==> config.mk <==
export PLATFORM = sky130hd
export DESIGN_NAME = instr_fetch_unit
export DESIGN_NICKNAME = d
export VERILOG_FILES = /design/src/rtl/instr_fetch_unit.sv
export SDC_FILE = /design/constraint.sdc
export NUM_CORES = 1
export LEC_CHECK = 0
export CAP_MARGIN = 20
export CORE_UTILIZATION = 55
export DETAILED_ROUTE_END_ITERATION = 8
export DONT_BUFFER_PORTS = 1
export GPL_TIMING_DRIVEN = 0
export MAX_ROUTING_LAYER = met4
export PLACE_DENSITY_LB_ADDON = 0.05
export SLEW_MARGIN = 20
export SYNTH_ARGS = -nofsm -noshare
export SYNTH_HDL_FRONTEND = slang
export SYNTH_SLANG_ARGS = --single-unit
==> constraint.sdc <==
create_clock -name clk -period 3.9 [get_ports clk]
set_clock_uncertainty 0.2 [all_clocks]
set_input_delay 0.39 -clock clk [delete_from_list [all_inputs] [get_ports clk]]
set_output_delay 0.39 -clock clk [all_outputs]
set_load 0.03 [all_outputs]
==> src/rtl/instr_fetch_unit.sv <==
// Y86-64 fetch stage.
// Reads instruction bytes one at a time from a byte-wide instruction memory,
// works out the instruction length from icode, assembles rA/rB/valC, computes
// valP and hands one field bundle per instruction downstream over valid/ready.
//
// Ports:
//   clk, rst_n            clock, asynchronous active-low reset
//   pc_load, pc_in        redirect strobe and target (highest priority)
//   imem_req, imem_addr   byte read request and address
//   imem_ack, imem_data,
//   imem_err              read completion, byte, address fault
//   out_valid, out_ready  bundle handshake
//   icode, ifun, rA, rB,
//   valC, valP            decoded fields of the presented instruction
//   instr_valid           0 when icode is illegal
//   imem_error            memory fault or timeout during this fetch
//   halted                fetch stopped (halt, illegal or error)
module instr_fetch_unit #(
  parameter int PC_W          = 64,
  parameter int IMEM_MAX_WAIT = 15
) (
  input  logic            clk,
  input  logic            rst_n,
  input  logic            pc_load,
  input  logic [PC_W-1:0] pc_in,
  output logic            imem_req,
  output logic [PC_W-1:0] imem_addr,
  input  logic            imem_ack,
  input  logic [7:0]      imem_data,
  input  logic            imem_err,
  output logic            out_valid,
  input  logic            out_ready,
  output logic [3:0]      icode,
  output logic [3:0]      ifun,
  output logic [3:0]      rA,
  output logic [3:0]      rB,
  output logic [63:0]     valC,
  output logic [PC_W-1:0] valP,
  output logic            instr_valid,
  output logic            imem_error,
  output logic            halted
);

  localparam logic [2:0] S_IDLE      = 3'd0;
  localparam logic [2:0] S_FETCH_OP  = 3'd1;
  localparam logic [2:0] S_FETCH_REG = 3'd2;
  localparam logic [2:0] S_FETCH_C   = 3'd3;
  localparam logic [2:0] S_PRESENT   = 3'd4;
  localparam logic [2:0] S_HALT      = 3'd5;

  localparam int WAIT_W = (IMEM_MAX_WAIT < 2) ? 1 : $clog2(IMEM_MAX_WAIT + 1);

  // Instruction length in bytes as a function of icode.
  function automatic logic [3:0] instr_len(input logic [3:0] code);
    case (code)
      4'h2, 4'h6, 4'hA, 4'hB: instr_len = 4'd2;
      4'h3, 4'h4, 4'h5:       instr_len = 4'd10;
      4'h7, 4'h8:             instr_len = 4'd9;
      default:                instr_len = 4'd1;
    endcase
  endfunction

  logic [2:0]        state;
  logic [PC_W-1:0]   pc;
  logic [3:0]        off;
  logic [3:0]        len;
  logic [WAIT_W-1:0] wait_cnt;
  logic [3:0]        op_len;
  logic [2:0]        c_idx;
  logic              fetching;
  logic              timeout;

  assign fetching  = (state == S_FETCH_OP) || (state == S_FETCH_REG) || (state == S_FETCH_C);
  assign imem_req  = fetching;
  assign imem_addr = pc + PC_W'(off);
  assign out_valid = (state == S_PRESENT);
  assign op_len    = instr_len(imem_data[7:4]);
  // valC bytes start at offset len-8, so (off - len) mod 8 is the byte lane.
  assign c_idx     = off[2:0] - len[2:0];
  assign timeout   = (IMEM_MAX_WAIT != 0) && (wait_cnt == WAIT_W'(IMEM_MAX_WAIT));

  always_ff @(posedge clk or negedge rst_n) begin
    if (!rst_n) begin
      state       <= S_IDLE;
      pc          <= '0;
      off         <= '0;
      len         <= '0;
      wait_cnt    <= '0;
      icode       <= '0;
      ifun        <= '0;
      rA          <= 4'hF;
      rB          <= 4'hF;
      valC        <= '0;
      valP        <= '0;
      instr_valid <= 1'b0;
      imem_error  <= 1'b0;
      halted      <= 1'b0;
    end else if (pc_load) begin
      // Redirect wins over everything, including a same-cycle ack or handshake.
      state       <= S_FETCH_OP;
      pc          <= pc_in;
      off         <= '0;
      len         <= '0;
      wait_cnt    <= '0;
      icode       <= '0;
      ifun        <= '0;
      rA          <= 4'hF;
      rB          <= 4'hF;
      valC        <= '0;
      valP        <= '0;
      instr_valid <= 1'b0;
      imem_error  <= 1'b0;
      halted      <= 1'b0;
    end else begin
      case (state)
        S_FETCH_OP, S_FETCH_REG, S_FETCH_C: begin
          if (imem_ack && !imem_err) begin
            wait_cnt <= '0;
            off      <= off + 4'd1;
            if (state == S_FETCH_OP) begin
              icode       <= imem_data[7:4];
              ifun        <= imem_data[3:0];
              len         <= op_len;
              instr_valid <= (imem_data[7:4] <= 4'hB);
              if (op_len == 4'd1) begin
                valP  <= pc + PC_W'(1);
                state <= S_PRESENT;
              end else if (op_len == 4'd9) begin
                state <= S_FETCH_C;
              end else begin
                state <= S_FETCH_REG;
              end
            end else if (state == S_FETCH_REG) begin
              rA <= imem_data[7:4];
              rB <= imem_data[3:0];
              if (len == 4'd10) begin
                state <= S_FETCH_C;
              end else begin
                valP  <= pc + PC_W'(len);
                state <= S_PRESENT;
              end
            end else begin
              valC[{c_idx, 3'b000} +: 8] <= imem_data;
              if (off == len - 4'd1) begin
                valP  <= pc + PC_W'(len);
                state <= S_PRESENT;
              end
            end
          end else if (imem_ack || timeout) begin
            // Fault or timeout: keep what was fetched, report at the current PC.
            wait_cnt    <= '0;
            instr_valid <= 1'b1;
            imem_error  <= 1'b1;
            valP        <= pc;
            state       <= S_PRESENT;
          end else begin
            wait_cnt <= wait_cnt + WAIT_W'(1);
          end
        end
        S_PRESENT: begin
          if (out_ready) begin
            pc       <= valP;
            off      <= '0;
            wait_cnt <= '0;
            if ((icode == 4'h0) || !instr_valid || imem_error) begin
              halted <= 1'b1;
              state  <= S_HALT;
            end else begin
              icode       <= '0;
              ifun        <= '0;
              rA          <= 4'hF;
              rB          <= 4'hF;
              valC        <= '0;
              instr_valid <= 1'b0;
              imem_error  <= 1'b0;
              state       <= S_FETCH_OP;
            end
          end
        end
        S_IDLE, S_HALT: ;
        default: state <= S_IDLE;
      endcase
    end
  end

endmodule
==> key figures <==
Floorplanning
  • Die area: approximately 23000 sq um
  • I/O pins: about 290
  • Core area: about 22000 sq um
  • Placement Rows: between 50 and 60
  • Initial Utilization: 56.4%
  • Die width: ~150 um
  • Die height: 152 um

Pwr
  • Sequential fraction of design power: 48.0%
  • Static Leak: around 6 nW
  • Switching Share: a little over two fifths
  • P per Cell Area: 566 nW/um^2
  • NetSw: 3.47 mW
  • Peak VDD IR: between 0.0004 and 0.0005 V
  • Tot Pwr: about 8.3 mW
  • Clock power frac: around 28%
  • Comb pwr share: between 20% and 30%
  • P_int: around 4.9 mW

Logic synthesis
  • Syn nets: about 1400
  • Synthesized netlist cell count: 1324
  • Yosys top cell area share: 44.0%
  • Main synth FF type: dfrtp_1
  • Ys async rst share: 100%
  • Syn Std Cell Area: roughly 12000 sq um
  • Seq cells post-synth: roughly 230
  • Dominant cell type by area after synthesis: dfrtp_1
  • Seq/Total Area, Yosys: between 40% and 50%
  • Synth warn: 0
  • Synth unique cells: 64
  • EDFF count, synth: 0
  • Ranking of synthesized cells by area: dfrtp_1, nand2_1, xnor2_1
  • Mapped Avg Cell Area: about 9.3 sq um

Placement
  • Gpl congestion: 0.963
  • PortBufs: 0
  • Pre-CTS setup slack: -9.96 ps
  • Post-DP HPWL: roughly 29000 um

Clock tree
  • Clk buf depth: 3
  • H-tree levels: 1
  • Cts hold-fix bufs: 70
  • Root Driver: clkbuf_16
  • CTS tree: built
  • CTS sink cnt: about 230
  • Clock Pin Slew Worst Setup and Hold Paths: approximately 60 ps
  • Clk_lat worst skew: around 530 ps
  • Num CTS Buffers: 26

Global route
  • Vias in the first global route: approximately 10000
  • Antenna violations before repair: 0
  • First-pass GRT wire length: about 60000 um
  • Largest net degree at the start of global routing: ~230
  • GRT Total Usage: 35.5%
  • Gr ovfl total: 0

Critical path
  • Setup crit start kind: flip-flop
  • Critical path class: flip-flop to primary output
  • Crit-path max FO: 7
  • Setup crit end kind: primary output
  • Critical path arrival: between 3000 and 4000 ps
  • Reg-to-reg slack, setup: 280 ps
  • Worst path required time: around 3300 ps

Route
  • 1st-pass router iterations: 5
  • Post-route ant nets: 0
  • DRC: 0
  • WL final: between 40000 and 50000 um
  • Via count: ~11000
  • Drt wl/cell: 23.5 um
  • DRT iter0 DRCs: slightly below 800
  • DR vias/cell: between 6 and 7

STA
  • Setup violators final: 0
  • Post-route clock period utilization: 98.9%
  • Fin. max-slew vios: 0
  • Tightest Pin Transition: roughly 1100 ps
  • Rel. slew slack: between 20% and 30%
  • RSZ-0062 raised after global routing: true
  • Min Hold Slack: -648 ps
  • Post-Route Setup TNS: 0 ps
  • Final WS setup: roughly 41 ps
  • Fin. Hold Viols: about 230
  • Tmin final: about 3900 ps
  • Fmax: between 200 and 300 MHz

Finish
  • Nets@finish: between 1500 and 2000
  • Ant diodes: 0
  • Share of layout cells above drive strength 1: a little under an eighth
  • P&R area growth vs syn: 19.4%

Run status
  • Failing checks: hold timing
  • Status: finished, violations left

Run
  • Max-Cap Viols: 0

Min path
  • Hold WC Path Type: primary input to asynchronous set/reset pin
## critical path, cell delays in order, from the launching register on
cell	delay, ps
dfrtp_1	320
clkbuf_1	300
nand4_2	290
nor4_2	380
nand4_1	280
or3_1	440
nor3_1	280
xor2_2	450
## Yosys cell counts (22+ instances only)
library cell and count:
a21oi_1 22, a22o_1 67, buf_2 24, clkbuf_1 63, dfrtp_1 217, inv_1 27, mux2i_1 66, nand2_1 201
nand3_1 39, nand4_1 35, nor2_1 84, nor3_1 43, o21ai_0 119, o31ai_1 25, xnor2_1 77, xor2_1 54
## cell usage in the layout, fill, tap and decap left out, drive strengths merged, types with 5 or more instances in the layout
cell type    Yosys  final
a21oi           22     22
a22o            67     67
and2             5      5
and4            12     12
buf             33     37
clkbuf          63     96
clkinv           1      5
dfrtp          217    217
dfstp            8      8
dlygate4sd3      0     70
ha              14     14
inv             27     27
mux2i           66     66
nand2          201    201
nand3           40     40
nand4           36     36
nor2            84     84
nor2b            7      7
nor3            46     46
nor4            21     21
o21ai          131    131
o31ai           25     25
or2              6      6
or3              5      5
or4              5      5
xnor2           77     77
xor2            54     54
## metrics by stage
step / util [%] / hold WS, ps / std cells / area (sq um)
global placement: 58.0 / -101 / 1604 / 12700
CTS: 66.2 / -660 / 1719 / 14500
floorplan: - / -106 / 1324 / 12300
global route: 67.3 / -664 / 1717 / 14700
finish: 67.3 / -648 / 1717 / 14700
detailed placement: 58.0 / -101 / 1604 / 12700
## power groups by stage
stage | Combinational [mW] | Clock, mW | Sequential (mW)
after floorplan | 1.48 | 0 | 3.83
after global placement | 1.86 | 0 | 3.99
after detailed placement | 1.89 | 0 | 4.00
after CTS | 1.98 | 2.36 | 3.97
after global routing | 2.20 | 2.44 | 4.06
final | 2.00 | 2.33 | 4.00
## path summary, 6_finish.rpt
kind	from	end	cells past startpoint
max in group asynchronous	rst_n	pc[12]$_DFFE_PN0P_	0
setup reg to reg	state[1]$_DFFE_PN0P_	valP[49]$_DFFE_PN0P_	10
min in group clk	imem_data[5]	len[1]$_DFFE_PN0P_	3
hold reg to reg	wait_cnt[2]$_DFFE_PN0P_	wait_cnt[2]$_DFFE_PN0P_	2
setup / recovery	pc[30]$_DFFE_PN0P_	imem_addr[57]	7
hold / removal	rst_n	pc[32]$_DFFE_PN0P_	0
## registers in the layout, indices dropped and copies added, names as in the netlist, 3 cells and up
signal,count
state,3
valC,64
rA,4
ifun,4
rB,4
off,4
pc,64
icode,4
wait_cnt,4
valP,64
len,3
## logic make-up after synthesis
| logic type | count (synthesis) | share of synthesized area, % |
|---|---|---|
| XOR/XNOR | 131 | 9.30 |
| adder cells (fa/ha/maj) | 17 | 1.91 |
| buffers and inverters | 124 | 4.02 |
| AND/OR/NAND/NOR | 485 | 19.1 |
| flip-flops | 225 | 45.7 |
| AO/OA/AOI/OAI | 274 | 14.4 |
| multiplexers | 68 | 5.54 |
## per-layer routing
layer  vias up  track usage (%)  share of wire (%)
met5         -                -                  0
met4         0             9.60                2.7
met3        74             7.22                8.8
met2       464             52.7                 45
met1      5301             49.4                 43
li1       4828                -                  -
## final cells by class
| cell class | instances | area, sq um |
|---|---|---|
| clock buffers | 39 | 781 |
| fillers | 1773 | 7160 |
| inverters | 28 | 105 |
| well taps | 280 | 350 |
| multi-input cells | 975 | 6720 |
| plain buffers | 90 | 370 |
| repair buffers | 74 | 731 |
| clock inverters | 6 | 35.0 |
| flip-flops and latches | 225 | 5640 |
## what timing repair did
item | 4_1_cts | 5_1_grt
endpoints found under the setup margin | 29 | 50
pin swaps | 2 | 12
hold endpoints to repair | 297 | 225
gates resized for setup | 36 | 38
buffers inserted | 0 | 4
Power figures use the tool's default switching activity.
